--- src/rtl/onfi_status_poll_pkg.sv ---
// ----------------------------------------------------------------------------
// onfi_pkg
// Shared definitions for the ONFI command stages:
//   - state_e          : status-poll state machine encoding
//   - CMD_READ_STATUS  : Read Status opcode (70h)
//   - SR_RDY_BIT       : RDY bit position in the status register
//   - pins_t/PINS_IDLE : pin-side control bundle and its idle value
//   - max3()           : helper for sizing shared wait counters
// ----------------------------------------------------------------------------
package onfi_pkg;

    typedef enum logic [2:0] {
        ST_IDLE,
        ST_LATCH,
        ST_HOLD,
        ST_WHR,
        ST_READ,
        ST_CHECK,
        ST_GAP
    } state_e;

    localparam logic [7:0] CMD_READ_STATUS = 8'h70;
    localparam int         SR_RDY_BIT      = 6;

    typedef struct packed {
        logic        cen;
        logic        cle;
        logic        ale;
        logic        wen;
        logic        dqs_en;
        logic        dq_en;
        logic [31:0] dq_o;
    } pins_t;

    // CE# and WE# are active low, so idle means both high; everything else low.
    localparam pins_t PINS_IDLE = '{
        cen:    1'b1,
        cle:    1'b0,
        ale:    1'b0,
        wen:    1'b1,
        dqs_en: 1'b0,
        dq_en:  1'b0,
        dq_o:   32'h0
    };

    function automatic int max3(input int a, input int b, input int c);
        int m;
        m = (a > b) ? a : b;
        return (m > c) ? m : c;
    endfunction

endpackage

--- src/rtl/onfi_status_poll_if.sv ---
// ----------------------------------------------------------------------------
// onfi_status_poll_if
// Control handshake and ONFI pin bundle of the status-poll stage.
//   start/busy/done/timeout/status : request side
//   onfi_dq_i                      : DQ input (bits [7:0] carry the status)
//   onfi_cen/cle/ale/wen/dqs_en    : pin controls
//   onfi_dq_o/onfi_dq_en           : DQ output value and enable
// modport master : the poll stage (drives pins and status)
// modport slave  : the requester / pin model
// ----------------------------------------------------------------------------
interface onfi_status_poll_if;
    logic        start;
    logic        busy;
    logic        done;
    logic        timeout;
    logic [7:0]  status;
    logic [31:0] onfi_dq_i;
    logic        onfi_cen;
    logic        onfi_cle;
    logic        onfi_ale;
    logic        onfi_wen;
    logic        onfi_dqs_en;
    logic [31:0] onfi_dq_o;
    logic        onfi_dq_en;

    modport master (
        input  start, onfi_dq_i,
        output busy, done, timeout, status,
               onfi_cen, onfi_cle, onfi_ale, onfi_wen, onfi_dqs_en,
               onfi_dq_o, onfi_dq_en
    );

    modport slave (
        output start, onfi_dq_i,
        input  busy, done, timeout, status,
               onfi_cen, onfi_cle, onfi_ale, onfi_wen, onfi_dqs_en,
               onfi_dq_o, onfi_dq_en
    );
endinterface

--- src/rtl/onfi_status_poll_wait_cnt.sv ---
// ----------------------------------------------------------------------------
// onfi_wait_cnt
// Loadable down-counter with a zero flag, clocked on the falling edge.
// Loading N-1 makes the owning state last exactly N edges.
//   clk_i   : controller clock (falling edge active)
//   rst_ni  : asynchronous active-low reset
//   load_i  : load val_i (takes priority over counting)
//   val_i   : load value
//   zero_o  : counter is at zero
// ----------------------------------------------------------------------------
module onfi_wait_cnt #(
    parameter int W = 3
) (
    input  logic         clk_i,
    input  logic         rst_ni,
    input  logic         load_i,
    input  logic [W-1:0] val_i,
    output logic         zero_o
);
    logic [W-1:0] cnt_q;
    logic [W-1:0] cnt_d;

    always_comb begin
        cnt_d = cnt_q;
        if (load_i)
            cnt_d = val_i;
        else if (cnt_q != '0)
            cnt_d = cnt_q - 1'b1;
    end

    always_ff @(negedge clk_i or negedge rst_ni) begin
        if (!rst_ni) cnt_q <= '0;
        else         cnt_q <= cnt_d;
    end

    assign zero_o = (cnt_q == '0);
endmodule

--- src/rtl/onfi_status_poll.sv ---
// ----------------------------------------------------------------------------
// onfi_status_poll
// Read-Status polling stage: issues 70h, waits tWHR, samples DQ[7:0] and
// repeats until SR[6] (RDY) is set. All state updates on the falling edge.
// Ports:
//   onfi_clk    : controller clock
//   onfi_rst_n  : asynchronous active-low reset
//   bus         : onfi_status_poll_if.master (start/busy/done/timeout/status
//                 plus ONFI pin controls and DQ)
// Parameters: WHR_CYCLES, READ_LAT, POLL_GAP, MAX_POLLS.
// Build option: ONFI_POLL_TIMEOUT_EN adds a poll counter that pulses
// `timeout` after MAX_POLLS failed polls; without it polling never gives up
// and `timeout` is constant 0.
// ----------------------------------------------------------------------------
module onfi_status_poll
    import onfi_pkg::*;
#(
    parameter int WHR_CYCLES = 8,
    parameter int READ_LAT   = 2,
    parameter int POLL_GAP   = 4,
    parameter int MAX_POLLS  = 1024
) (
    input  logic                onfi_clk,
    input  logic                onfi_rst_n,
    onfi_status_poll_if.master  bus
);
    localparam int WAIT_MAX = max3(WHR_CYCLES, READ_LAT, POLL_GAP);
    localparam int CNT_W    = (WAIT_MAX < 2) ? 1 : $clog2(WAIT_MAX);

    state_e      state_q;
    pins_t       pins_q;
    logic        busy_q;
    logic        done_q;
    logic        timeout_q;
    logic [7:0]  status_q;

    logic             cnt_load;
    logic [CNT_W-1:0] cnt_val;
    logic             cnt_zero;
    logic             tmo_hit;

    // Only the low status byte is meaningful on DQ.
    logic [23:0] unused_dq;
    assign unused_dq = bus.onfi_dq_i[31:8];

    // One counter serves WHR, READ and GAP; it is loaded on the edge that
    // enters each of those states.
    always_comb begin
        cnt_load = 1'b0;
        cnt_val  = '0;
        case (state_q)
            ST_HOLD: begin
                cnt_load = 1'b1;
                cnt_val  = CNT_W'(WHR_CYCLES - 1);
            end
            ST_WHR: if (cnt_zero) begin
                cnt_load = 1'b1;
                cnt_val  = CNT_W'(READ_LAT - 1);
            end
            ST_CHECK: begin
                cnt_load = 1'b1;
                cnt_val  = CNT_W'(POLL_GAP - 1);
            end
            default: ;
        endcase
    end

    onfi_wait_cnt #(.W(CNT_W)) u_wait (
        .clk_i  (onfi_clk),
        .rst_ni (onfi_rst_n),
        .load_i (cnt_load),
        .val_i  (cnt_val),
        .zero_o (cnt_zero)
    );

`ifdef ONFI_POLL_TIMEOUT_EN
    localparam int PC_W = $clog2(MAX_POLLS + 1);

    logic [PC_W-1:0] poll_cnt_q;
    logic [PC_W-1:0] poll_cnt_d;

    // Saturating count of failed polls, cleared when a request is accepted.
    always_comb begin
        poll_cnt_d = poll_cnt_q;
        if (state_q == ST_IDLE && bus.start)
            poll_cnt_d = '0;
        else if (state_q == ST_CHECK && !status_q[SR_RDY_BIT] && poll_cnt_q != '1)
            poll_cnt_d = poll_cnt_q + 1'b1;
    end

    always_ff @(negedge onfi_clk or negedge onfi_rst_n) begin
        if (!onfi_rst_n) poll_cnt_q <= '0;
        else             poll_cnt_q <= poll_cnt_d;
    end

    // Compared against the incremented value, so the MAX_POLLS-th failure fires.
    assign tmo_hit = (poll_cnt_d == PC_W'(MAX_POLLS));
`else
    logic [31:0] unused_max_polls;
    assign unused_max_polls = 32'(MAX_POLLS);
    assign tmo_hit          = 1'b0;
`endif

    always_ff @(negedge onfi_clk or negedge onfi_rst_n) begin
        if (!onfi_rst_n) begin
            state_q   <= ST_IDLE;
            pins_q    <= PINS_IDLE;
            busy_q    <= 1'b0;
            done_q    <= 1'b0;
            timeout_q <= 1'b0;
            status_q  <= 8'h00;
        end else begin
            done_q    <= 1'b0;
            timeout_q <= 1'b0;
            case (state_q)
                ST_IDLE: if (bus.start) begin
                    pins_q.cen <= 1'b0;
                    pins_q.cle <= 1'b0;
                    pins_q.wen <= 1'b1;
                    busy_q     <= 1'b1;
                    state_q    <= ST_LATCH;
                end
                ST_LATCH: begin
                    pins_q.cle   <= 1'b1;
                    pins_q.dq_o  <= 32'(CMD_READ_STATUS);
                    pins_q.dq_en <= 1'b1;
                    state_q      <= ST_HOLD;
                end
                ST_HOLD: begin
                    // WE# low here selects the read direction for the data phase.
                    pins_q.cle   <= 1'b0;
                    pins_q.dq_en <= 1'b0;
                    pins_q.wen   <= 1'b0;
                    state_q      <= ST_WHR;
                end
                ST_WHR: if (cnt_zero) begin
                    state_q <= ST_READ;
                end
                ST_READ: if (cnt_zero) begin
                    status_q <= bus.onfi_dq_i[7:0];
                    state_q  <= ST_CHECK;
                end
                ST_CHECK: begin
                    pins_q.wen <= 1'b1;
                    pins_q.cen <= 1'b1;
                    if (status_q[SR_RDY_BIT]) begin
                        done_q  <= 1'b1;
                        busy_q  <= 1'b0;
                        state_q <= ST_IDLE;
                    end else if (tmo_hit) begin
                        timeout_q <= 1'b1;
                        busy_q    <= 1'b0;
                        state_q   <= ST_IDLE;
                    end else begin
                        state_q <= ST_GAP;
                    end
                end
                ST_GAP: if (cnt_zero) begin
                    pins_q.cen <= 1'b0;
                    state_q    <= ST_LATCH;
                end
                default: state_q <= ST_IDLE;
            endcase
        end
    end

    assign bus.busy        = busy_q;
    assign bus.done        = done_q;
    assign bus.timeout     = timeout_q;
    assign bus.status      = status_q;
    assign bus.onfi_cen    = pins_q.cen;
    assign bus.onfi_cle    = pins_q.cle;
    assign bus.onfi_ale    = pins_q.ale;
    assign bus.onfi_wen    = pins_q.wen;
    assign bus.onfi_dqs_en = pins_q.dqs_en;
    assign bus.onfi_dq_o   = pins_q.dq_o;
    assign bus.onfi_dq_en  = pins_q.dq_en;
endmodule

--- src/flat_wrapper.sv ---
// flat-port wrapper written by rule: the top's interface ports become plain ports
module onfi_status_poll_flat import onfi_pkg::*;
#(
    parameter int WHR_CYCLES = 8,
    parameter int READ_LAT   = 2,
    parameter int POLL_GAP   = 4,
    parameter int MAX_POLLS  = 1024
)
  (onfi_clk, onfi_rst_n, bus_start, bus_onfi_dq_i, bus_busy, bus_done, bus_timeout, bus_status, bus_onfi_cen, bus_onfi_cle, bus_onfi_ale, bus_onfi_wen, bus_onfi_dqs_en, bus_onfi_dq_o, bus_onfi_dq_en);
  onfi_status_poll_if bus_i ();
  input  logic onfi_clk;
  input  logic onfi_rst_n;
  input wire logic [$bits(bus_i.start)-1:0] bus_start;
  input wire logic [$bits(bus_i.onfi_dq_i)-1:0] bus_onfi_dq_i;
  output wire logic [$bits(bus_i.busy)-1:0] bus_busy;
  output wire logic [$bits(bus_i.done)-1:0] bus_done;
  output wire logic [$bits(bus_i.timeout)-1:0] bus_timeout;
  output wire logic [$bits(bus_i.status)-1:0] bus_status;
  output wire logic [$bits(bus_i.onfi_cen)-1:0] bus_onfi_cen;
  output wire logic [$bits(bus_i.onfi_cle)-1:0] bus_onfi_cle;
  output wire logic [$bits(bus_i.onfi_ale)-1:0] bus_onfi_ale;
  output wire logic [$bits(bus_i.onfi_wen)-1:0] bus_onfi_wen;
  output wire logic [$bits(bus_i.onfi_dqs_en)-1:0] bus_onfi_dqs_en;
  output wire logic [$bits(bus_i.onfi_dq_o)-1:0] bus_onfi_dq_o;
  output wire logic [$bits(bus_i.onfi_dq_en)-1:0] bus_onfi_dq_en;
  assign bus_i.start = bus_start;
  assign bus_i.onfi_dq_i = bus_onfi_dq_i;
  assign bus_busy = bus_i.busy;
  assign bus_done = bus_i.done;
  assign bus_timeout = bus_i.timeout;
  assign bus_status = bus_i.status;
  assign bus_onfi_cen = bus_i.onfi_cen;
  assign bus_onfi_cle = bus_i.onfi_cle;
  assign bus_onfi_ale = bus_i.onfi_ale;
  assign bus_onfi_wen = bus_i.onfi_wen;
  assign bus_onfi_dqs_en = bus_i.onfi_dqs_en;
  assign bus_onfi_dq_o = bus_i.onfi_dq_o;
  assign bus_onfi_dq_en = bus_i.onfi_dq_en;
  onfi_status_poll #(.WHR_CYCLES(WHR_CYCLES), .READ_LAT(READ_LAT), .POLL_GAP(POLL_GAP), .MAX_POLLS(MAX_POLLS)) u_core (.onfi_clk(onfi_clk), .onfi_rst_n(onfi_rst_n), .bus(bus_i));
endmodule
--- config.mk ---
export PLATFORM = sky130hd
export DESIGN_NAME = onfi_status_poll_flat
export DESIGN_NICKNAME = d
export VERILOG_FILES = /design/src/rtl/onfi_status_poll_pkg.sv /design/src/rtl/onfi_status_poll_if.sv /design/src/rtl/onfi_status_poll_wait_cnt.sv /design/src/rtl/onfi_status_poll.sv /design/src/flat_wrapper.sv
export SDC_FILE = /design/constraint.sdc
export NUM_CORES = 1
export LEC_CHECK = 0
export BUFFER_PORTS_ARGS = -buffer_cell sky130_fd_sc_hd__buf_4
export CORE_MARGIN = 5
export CORE_UTILIZATION = 30
export CTS_CLUSTER_DIAMETER = 120
export DETAILED_ROUTE_END_ITERATION = 10
export GPL_TIMING_DRIVEN = 0
export RECOVER_POWER = 100
export SLEW_MARGIN = 20
export SYNTH_ARGS = -nofsm -noshare
export SYNTH_HDL_FRONTEND = slang
export SYNTH_HIERARCHICAL = 1
export SYNTH_SLANG_ARGS = --single-unit
--- constraint.sdc ---
create_clock -name onfi_clk -period 2.1 [get_ports onfi_clk]
set_clock_uncertainty 0.1 [all_clocks]
set_input_delay 0.42 -clock onfi_clk [delete_from_list [all_inputs] [get_ports onfi_clk]]
set_output_delay 0.42 -clock onfi_clk [all_outputs]
set_load 0.005 [all_outputs]
==> key figures <==
Status
  • Status: finished with violations
  • Failing checks: negative setup slack

Place
  • DPL Wire Length: about 2000 um
  • IO buf count: 27
  • Gpl congestion: 0.776

Floorplanning
  • Die H: 75.0 um
  • Starting Density: between 30% and 40%
  • Num ports: 84
  • Die W: 75.0 um
  • Core ar.: 0.00406 mm^2
  • Num rows: 23
  • Die Area: between 0.005 and 0.006 mm^2

Logic synthesis
  • Netlist cell types: 31
  • YS warnings: 10
  • Seq/Total Area, Yosys: 41.6%
  • Synthesized area: 0.00127 mm^2
  • Mean post-synth cell area: around 9.7 um^2
  • Synth Instances: roughly 130
  • Seq cells post-synth: 21

Timing
  • Worst hold margin: 0.354 ns
  • RSZ-0062 raised after global routing: yes
  • Max Slew Vio Count: 0
  • Setup violators final: 17
  • Final setup margin: -0.414 ns
  • Slew HR: 65.8%
  • Worst Tran Pin Value: 0.514 ns
  • Final hold violations: 0

Worst hold path
  • Min-delay worst type: reg2reg

Finish
  • Diode count: 0
  • Final #Nets: 243
  • Commonest non-fill, non-tap cells in the layout: 62 x buf_4, 32 x conb_1, 19 x dfrtn_1, 11 x o21ai_0, 9 x inv_1
  • Area growth syn-to-layout: 43.1%
  • Share of layout cells above drive strength 1: between 40% and 50%
  • Multi-input logic area: roughly 560 um^2
  • Most common cell after layout, fill and taps aside: buf_4
  • FF+latch area: 528 um^2
  • Filler cells: ~400

CTS
  • Maximum level of the CTS H-tree: 1
  • Worst-Skew Late Latency: roughly 0.27 ns
  • Clock Tree Buf Depth: 2
  • CTS Hold Bufs: 0
  • Clock slew at reported path FFs: about 0.050 ns
  • CTS tree: done
  • CTS Buf Count: 3
  • Clk sinks: 21
  • Root buffer cell: clkbuf_8

Worst setup path
  • Crit path buffers/inverters: 1
  • Crit-path cells: buf_6
  • Worst path max stage delay: 0.53 ns
  • CP top delay family: flip-flops
  • Critical Path RT: 1.58 ns
  • Critical-path top delay cell: dfstp_2
  • Crit path capture type: primary output
  • CP max FO: 2
  • Critical path arrival: 1.99 ns
  • Crit Path Class: reg2out
  • Critical Path Source Type: flip-flop

Drt
  • Mean routed wirelength per cell: about 10 um
  • DR iter-0 viols: 33
  • DR vias: about 1000
  • DR pass1 iterations: 4
  • Wirelength, routed: 2480 um
  • DRC Markers: 0
  • Antenna viol nets, final: 0
  • Via density: roughly 3.9

Global route
  • Remaining Overflow, GRT: 0
  • First-pass GRT wire length: 4030 um
  • Vias in the first global route: 945
  • Initial antenna violation count: 0
  • All-Layer GR Usage: 9.05%
  • Largest net degree at the start of global routing: 22

Pwr
  • Sequential share of power: 35.8%
  • P_leak: between 0.9 and 1 nW
  • Cell Pwr Density: 1090 mW/mm^2
  • Sw frac: 35.5%
  • Clk pwr share: 13.6%
  • Worst vdd ir: 0.000737 V
  • Tot Pwr: about 2 mW
  • Net switching power: 702 uW
  • Internal power: 1.28 mW
  • Comb pwr share: 50.6%

Run
  • Maximum capacitance violations: 0
-- sequential cells by signal, summed over array words and instances (netlist names) --
register               flops
u_core/bus.onfi_cen        1
u_core/state_q             3
u_core/bus.onfi_dq_en      1
u_core/bus.status          8
u_core/u_wait/cnt_q        3
u_core/bus.onfi_wen        1
u_core/bus.busy            1
u_core/bus.onfi_cle        1
u_core/bus.onfi_dq_o       1
u_core/bus.done            1
-- layer usage --
layer  track usage [%]  part of all wire, %  up-vias
li1                  -                    -      519
met1              11.3                   42      431
met2              15.7                   51       34
met3              3.34                  7.8        0
met4             0.593                    0        0
met5                 0                    0        -
-- stage by stage --
step	area (um^2)	cells	utilization [%]	TNS [ns]	setup WS, ns
6_report	1820	255	44.7	-5.01	-0.414
5_1_grt	1820	255	44.7	-5.99	-0.458
4_1_cts	1780	252	44.0	-5.18	-0.427
3_5_place_dp	1660	239	40.8	-1.40	-0.225
3_3_place_gp	1660	239	40.8	-1.32	-0.219
2_1_floorplan	1390	162	-	-0.265	-0.0781
-- worst paths after layout --
check                                            start              endpoint  slack, ns  cells past startpoint
max in group asynchronous                   onfi_rst_n   u_core/bus.onfi_wen       0.52                      1
min in group asynchronous                   onfi_rst_n  u_core/bus.status[5]       0.95                      1
worst max-delay path               u_core/bus.onfi_cen          bus_onfi_cen      -0.41                      1
worst min-delay path              u_core/bus.status[7]  u_core/bus.status[7]       0.35                      1
worst max register to register  u_core/u_wait/cnt_q[0]  u_core/bus.status[0]       0.13                      8
worst min register to register    u_core/bus.status[7]  u_core/bus.status[7]       0.35                      1
-- logic make-up after synthesis --
logic type                 Yosys count  share of synthesized area (%)
and+or+nand+nor                     32                           15.2
AOI/OAI and AO/OA                   22                           10.4
adders and majority gates            2                           1.97
DFF                                 21                           41.6
other                                1                          0.296
buffers and inverters               45                           23.5
muxes                                8                           7.10
-- layout make-up --
cell class	instances	share of cell area (%)
tap	50	3.45
clock inverter	3	0.620
timing repair buffer	38	17.1
sequential	21	29.1
buffer	37	15.2
inverter	7	1.45
clock buffer	3	2.27
multi-input combinational	96	30.9
-- cell usage after synthesis, drive strengths merged --
cell type	count	area share [%]
nor3	2	1.7
inv	8	2.4
a21o	1	0.59
nand2	5	1.7
a31oi	1	0.49
and3	1	0.49
nand3	1	0.39
conb	1	0.30
o311a	1	0.79
nor4b	2	1.4
nor2	7	2.1
o21ai	12	4.7
ha	2	2.0
or3b	2	1.4
a211oi	1	0.59
dfstp	2	4.1
o211ai	1	0.59
clkbuf	2	0.59
a221oi	1	0.69
nor3b	1	0.59
dfrtn	19	37
mux2	8	7.1
nor2b	5	2.5
and2b	1	0.59
nand2b	5	2.5
buf	35	21
a311oi	1	0.69
a21oi	3	1.2
-- power by group through the flow --
stage / combinational (mW) / sequential, mW / clock [mW]
6_report: 1.00 / 0.709 / 0.269
2_1_floorplan: 0.568 / 0.718 / 0.00895
4_1_cts: 0.976 / 0.715 / 0.285
3_3_place_gp: 0.852 / 0.728 / 0.00895
3_5_place_dp: 0.861 / 0.736 / 0.00895
5_1_grt: 1.14 / 0.735 / 0.311
-- what timing repair did --
item	in CTS	in global routing
setup endpoints to repair	20	28
gates cloned	0	0
buffers inserted	8	3
resized for setup	6	4
pin swaps	0	1
(Power assumes the default switching activity.)
